==> src/rtl/countdown_timer_ctrl_if.sv <==
// Control/status bundle for countdown_timer_ctrl: board-side commands in,
// count and status pulses out toward display/alarm logic.
interface countdown_timer_ctrl_if #(
  parameter int unsigned W = 16
);
  logic         start;
  logic         pause;
  logic         clear;
  logic [W-1:0] load_val;
  logic [W-1:0] count;
  logic         tick;
  logic         done;
  logic         busy;
  logic         paused;

  modport master (
    output start, pause, clear, load_val,
    input  count, tick, done, busy, paused
  );

  modport slave (
    input  start, pause, clear, load_val,
    output count, tick, done, busy, paused
  );
endinterface

==> src/rtl/countdown_timer_ctrl.sv <==
// Prescaled down-counter sequencer with start/pause/resume/clear and done pulse.
// Optional feature: define AUTO_RELOAD_EN to reload the count at terminal tick.
module countdown_timer_ctrl #(
  parameter int unsigned TICK_DIV = 50_000_000,
  parameter int unsigned W        = 16
) (
  input  logic                  clk,
  input  logic                  rst,
  countdown_timer_ctrl_if.slave bus
);

  typedef enum logic [1:0] {
    IDLE,
    RUN,
    PAUSE,
    DONE
  } state_t;

  localparam logic [31:0] PRE_LAST = 32'(TICK_DIV - 1);

  state_t       state_q, state_d;
  logic [W-1:0] count_q, count_d;
  logic [31:0]  pre_q, pre_d;
  logic         tick_q, tick_d;
  logic         done_q, done_d;
`ifdef AUTO_RELOAD_EN
  logic [W-1:0] reload_q, reload_d;
`endif

  always_ff @(posedge clk or posedge rst) begin
    if (rst) begin
      state_q  <= IDLE;
      count_q  <= '0;
      pre_q    <= '0;
      tick_q   <= 1'b0;
      done_q   <= 1'b0;
`ifdef AUTO_RELOAD_EN
      reload_q <= '0;
`endif
    end else begin
      state_q  <= state_d;
      count_q  <= count_d;
      pre_q    <= pre_d;
      tick_q   <= tick_d;
      done_q   <= done_d;
`ifdef AUTO_RELOAD_EN
      reload_q <= reload_d;
`endif
    end
  end

  always_comb begin
    state_d  = state_q;
    count_d  = count_q;
    pre_d    = pre_q;
    tick_d   = 1'b0;
    done_d   = 1'b0;
`ifdef AUTO_RELOAD_EN
    reload_d = reload_q;
`endif
    if (bus.clear) begin
      state_d = IDLE;
      count_d = '0;
      pre_d   = '0;
    end else begin
      case (state_q)
        IDLE, DONE: begin
          if (bus.start) begin
            if (bus.load_val != '0) begin
              state_d  = RUN;
              count_d  = bus.load_val;
              pre_d    = '0;
`ifdef AUTO_RELOAD_EN
              reload_d = bus.load_val;
`endif
            end else begin
              state_d = DONE;
              count_d = '0;
              done_d  = 1'b1;
            end
          end
        end
        RUN: begin
          if (bus.pause) state_d = PAUSE;
          if (pre_q == PRE_LAST) begin
            pre_d  = '0;
            tick_d = 1'b1;
            // Terminal tick overrides a same-edge pause; <= guards against wrapping below 0.
            if (count_q <= W'(1)) begin
              done_d  = 1'b1;
`ifdef AUTO_RELOAD_EN
              count_d = reload_q;
`else
              count_d = '0;
              state_d = DONE;
`endif
            end else begin
              count_d = count_q - W'(1);
            end
          end else begin
            pre_d = pre_q + 32'd1;
          end
        end
        PAUSE: begin
          if (bus.start) state_d = RUN;
        end
        default: state_d = IDLE;
      endcase
    end
  end

  assign bus.count  = count_q;
  assign bus.tick   = tick_q;
  assign bus.done   = done_q;
  assign bus.busy   = (state_q == RUN) || (state_q == PAUSE);
  assign bus.paused = (state_q == PAUSE);

endmodule

==> src/flat_wrapper.sv <==
// flat-port wrapper written by rule: the top's interface ports become plain ports
module countdown_timer_ctrl_flat 
#(
  parameter int unsigned TICK_DIV = 50_000_000,
  parameter int unsigned W        = 16
)
  (clk, rst, bus_start, bus_pause, bus_clear, bus_load_val, bus_count, bus_tick, bus_done, bus_busy, bus_paused);
  countdown_timer_ctrl_if #(.W(W)) bus_i ();
  input  logic clk;
  input  logic rst;
  input wire logic [$bits(bus_i.start)-1:0] bus_start;
  input wire logic [$bits(bus_i.pause)-1:0] bus_pause;
  input wire logic [$bits(bus_i.clear)-1:0] bus_clear;
  input wire logic [$bits(bus_i.load_val)-1:0] bus_load_val;
  output wire logic [$bits(bus_i.count)-1:0] bus_count;
  output wire logic [$bits(bus_i.tick)-1:0] bus_tick;
  output wire logic [$bits(bus_i.done)-1:0] bus_done;
  output wire logic [$bits(bus_i.busy)-1:0] bus_busy;
  output wire logic [$bits(bus_i.paused)-1:0] bus_paused;
  assign bus_i.start = bus_start;
  assign bus_i.pause = bus_pause;
  assign bus_i.clear = bus_clear;
  assign bus_i.load_val = bus_load_val;
  assign bus_count = bus_i.count;
  assign bus_tick = bus_i.tick;
  assign bus_done = bus_i.done;
  assign bus_busy = bus_i.busy;
  assign bus_paused = bus_i.paused;
  countdown_timer_ctrl #(.TICK_DIV(TICK_DIV), .W(W)) u_core (.clk(clk), .rst(rst), .bus(bus_i));
endmodule
==> config.mk <==
export PLATFORM = sky130hd
export DESIGN_NAME = countdown_timer_ctrl_flat
export DESIGN_NICKNAME = d
export VERILOG_FILES = /design/src/rtl/countdown_timer_ctrl_if.sv /design/src/rtl/countdown_timer_ctrl.sv /design/src/flat_wrapper.sv
export SDC_FILE = /design/constraint.sdc
export NUM_CORES = 1
export LEC_CHECK = 0
export CAP_MARGIN = 20
export CORE_UTILIZATION = 55
export DETAILED_ROUTE_END_ITERATION = 10
export GPL_ROUTABILITY_DRIVEN = 1
export GPL_TIMING_DRIVEN = 0
export PLACE_DENSITY = 0.88
export SLEW_MARGIN = 20
export SYNTH_ARGS = -nofsm -noshare
export SYNTH_HDL_FRONTEND = slang
export SYNTH_SLANG_ARGS = --single-unit
==> constraint.sdc <==
create_clock -name clk -period 3.2 [get_ports clk]
set_input_delay 0.32 -clock clk [delete_from_list [all_inputs] [get_ports clk]]
set_output_delay 0.32 -clock clk [all_outputs]
set_load 0.05 [all_outputs]
==> out/results.ini <==
[setup_path]
timing.rr.end = u_core.pre_q[17]$_DFFE_PP0P_
rrSetupSlack_ns = 0.27
reg2regPathDepth = 9
cp.required_ns = 3.38
cp.arrival_ns = 3.12
crit_path_end_kind = register
cp-start-kind = register
cpPeakStageDelay_ns = 0.48
crit_family = simple AND/OR/NAND/NOR gates
crit_slowest_cell = or4b_1
reg2reg_from = u_core.state_q[0]$_DFFE_PP0P_
crit_type = register to register
path_cells = inv_1 > ha_1 > or4b_1 > nor4_2 > a31oi_2 > nand4_1 > buf_2 > xor2_1 > nor2_1
cp_max_fo = 10
critPathBufInv = 2

[logic_synthesis]
synthCells = 380
syn_area_um2 = 3210
ys.flop_type = dfrtp_1
yosysTopAreaCell = dfrtp_1
synth_edf_count = 0
yosysUniqueCellTypes = 53
synth_top_area_frac = 0.406
ys_seq_area_frac = 0.406
synthTopCellsByArea = dfrtp_1, o21ai_0, nor2_1
synth_warnings = 0
synth-seq-cells = 52
synthArstFlopShare = 1.00
syn_avg_cell_area_um2 = 8.44
synth_nets = 406

[clock_network]
numCtsBuffers = 5
cts_max_level = 2
clock_sinks = 52
ctsHoldBuffers = 0
tritoncts = built
clock_path_buffers = 2
clk_pin_slew_ns = 0.10
post_cts_resized = 0
root_buffer = clkbuf_8
post_cts_buffers = 0
clk-insertion-delay-late_ns = 0.31

[floorplan]
ios = 41
initial_utilization = 0.576
fp-row-count = 27
die_y_um = 78.4
die_area_um2 = 6140
die_w_um = 78.4
coreArea_um2 = 5570

[power]
p_per_area_nw_per_um2 = 818
p_leak_uw = 0.00148
vdd_drop_max_mv = 0.722

[sta]
fmax_mhz = 341
setup_ws_ns = 0.269
relSlewSlack = 0.302
worst_slew_pin_slew_ns = 1.04
setup_tns_ns = 0
rsz0062_at_grt = no
maxSlewViolCount = 0
setup_violations = 0
finalHoldViolations = 0
holdWs_ns = 0.342
worst_clock_skew_ns = 0.00917
fin_crit_ns = 2.93
min_period_over_period = 0.916

[global_route]
grt_pass1_vias = 2986
grt_max_degree = 33
grt_pass1_wl_mm = 14.2
grt_use_total = 0.295
globalRouteOverflowTotal = 0
antenna_found_initial = 0

[placement]
place_ws_ns = 0.299
hpwl_mm = 6.20
port_buffers = 39
place.gp.congestion = 1.02

[drt]
firstDrtPassIters = 6
drtIter0Drc = 454
vias = 3271
ant_nets = 0
avgViaCountPerCell = 6.54
wl_per_cell_um = 17.3
finalWirelength_mm = 8.63
route.detailed.drc = 0

[flow_run]
drv_cap = 0

[worst_hold_path]
hp-class = input pin to async pin

[final_layout]
fillers = 462
n_antenna_cell = 0
layout-drive-gt1-share = 0.0537
final_util = 0.681
final_common_cell = dfrtp_1
final_cell_mix = dfrtp_1, o21ai_0, clkdlybuf4s50_1
areaGrowthSynthToFinish_pct = 18.3
nets = 453

[outcome]
status = completed

==> logic make-up after synthesis <==
family	Yosys count	share of synthesized area
adder cells (fa/ha/maj)	5	0.0195
AO/OA/AOI/OAI	100	0.188
buffers and inverters	30	0.0378
AND/OR/NAND/NOR	173	0.291
multiplexers	8	0.0250
XOR/XNOR	12	0.0328
flip-flops	52	0.406
==> per-layer routing <==
metal	routed length, um	track usage	vias up
met5	0	0	-
met4	188	0.0926	0
met3	880	0.0721	33
met2	3890	0.444	194
met1	3670	0.418	1542
li1	-	-	1502
==> layout make-up <==
class	count	area (um2)	share of cell area
inverters	13	48.8	0.0129
well taps	72	90.1	0.0237
repair buffers	40	410	0.108
clock inverters	1	8.76	0.00231
plain buffers	17	72.6	0.0191
flip-flops and latches	52	1300	0.343
clock buffers	7	76.3	0.0201
multi-input cells	298	1790	0.471
==> metrics by stage <==
| stage | cells | cell area (um2) | power, uW |
|---|---|---|---|
| 6_report | 500 | 3790 | 3100 |
| 5_1_grt | 500 | 3790 | 3280 |
| 4_1_cts | 500 | 3790 | 3050 |
| 3_5_place_dp | 492 | 3710 | 2670 |
| 3_3_place_gp | 491 | 3690 | 2650 |
| 2_1_floorplan | 380 | 3210 | 2130 |
==> synth_stat cells, types with 10 or more instances <==
master,number
dfrtp_1,52
o21ai_0,46
nor2_1,36
nand2_1,30
a21oi_1,23
nor3_1,21
nand4_1,17
nand3_1,16
inv_1,13
or3_1,10
==> worst max path at each step <==
stage          slack (ns)                            to  cells past startpoint                          start
2_1_floorplan        0.78   u_core.pre_q[9]$_DFFE_PP0P_                     10  u_core.state_q[0]$_DFFE_PP0P_
3_3_place_gp         0.28  u_core.pre_q[17]$_DFFE_PP0P_                      8                bus_load_val[9]
3_5_place_dp         0.30  u_core.pre_q[17]$_DFFE_PP0P_                      8                bus_load_val[9]
4_1_cts              0.30  u_core.pre_q[17]$_DFFE_PP0P_                      9  u_core.state_q[0]$_DFFE_PP0P_
5_1_grt              0.08  u_core.pre_q[19]$_DFFE_PP0P_                      9  u_core.state_q[0]$_DFFE_PP0P_
6_report             0.27  u_core.pre_q[17]$_DFFE_PP0P_                      9  u_core.state_q[0]$_DFFE_PP0P_
==> where the power goes <==
part	switching [uW]	leakage (uW)	internal (uW)
combinational	1220	0.000726	577
sequential	170	0.000714	760
clock	220	0.0000424	157
==> worst reg2reg max path, stage by stage, from the launching register on <==
cell and delay [ns]:
dfrtp_1 0.42, inv_1 0.07, ha_1 0.36, or4b_1 0.48, nor4_2 0.45, a31oi_2 0.26
nand4_1 0.29, buf_2 0.26, xor2_1 0.17, nor2_1 0.06
==> state kept, by name (all words and copies together), names as in the netlist <==
signal and count:
u_core.state_q 2, u_core.bus.tick 1, u_core.pre_q 32, u_core.bus.count 16, u_core.bus.done 1
(Power assumes the default switching activity.)
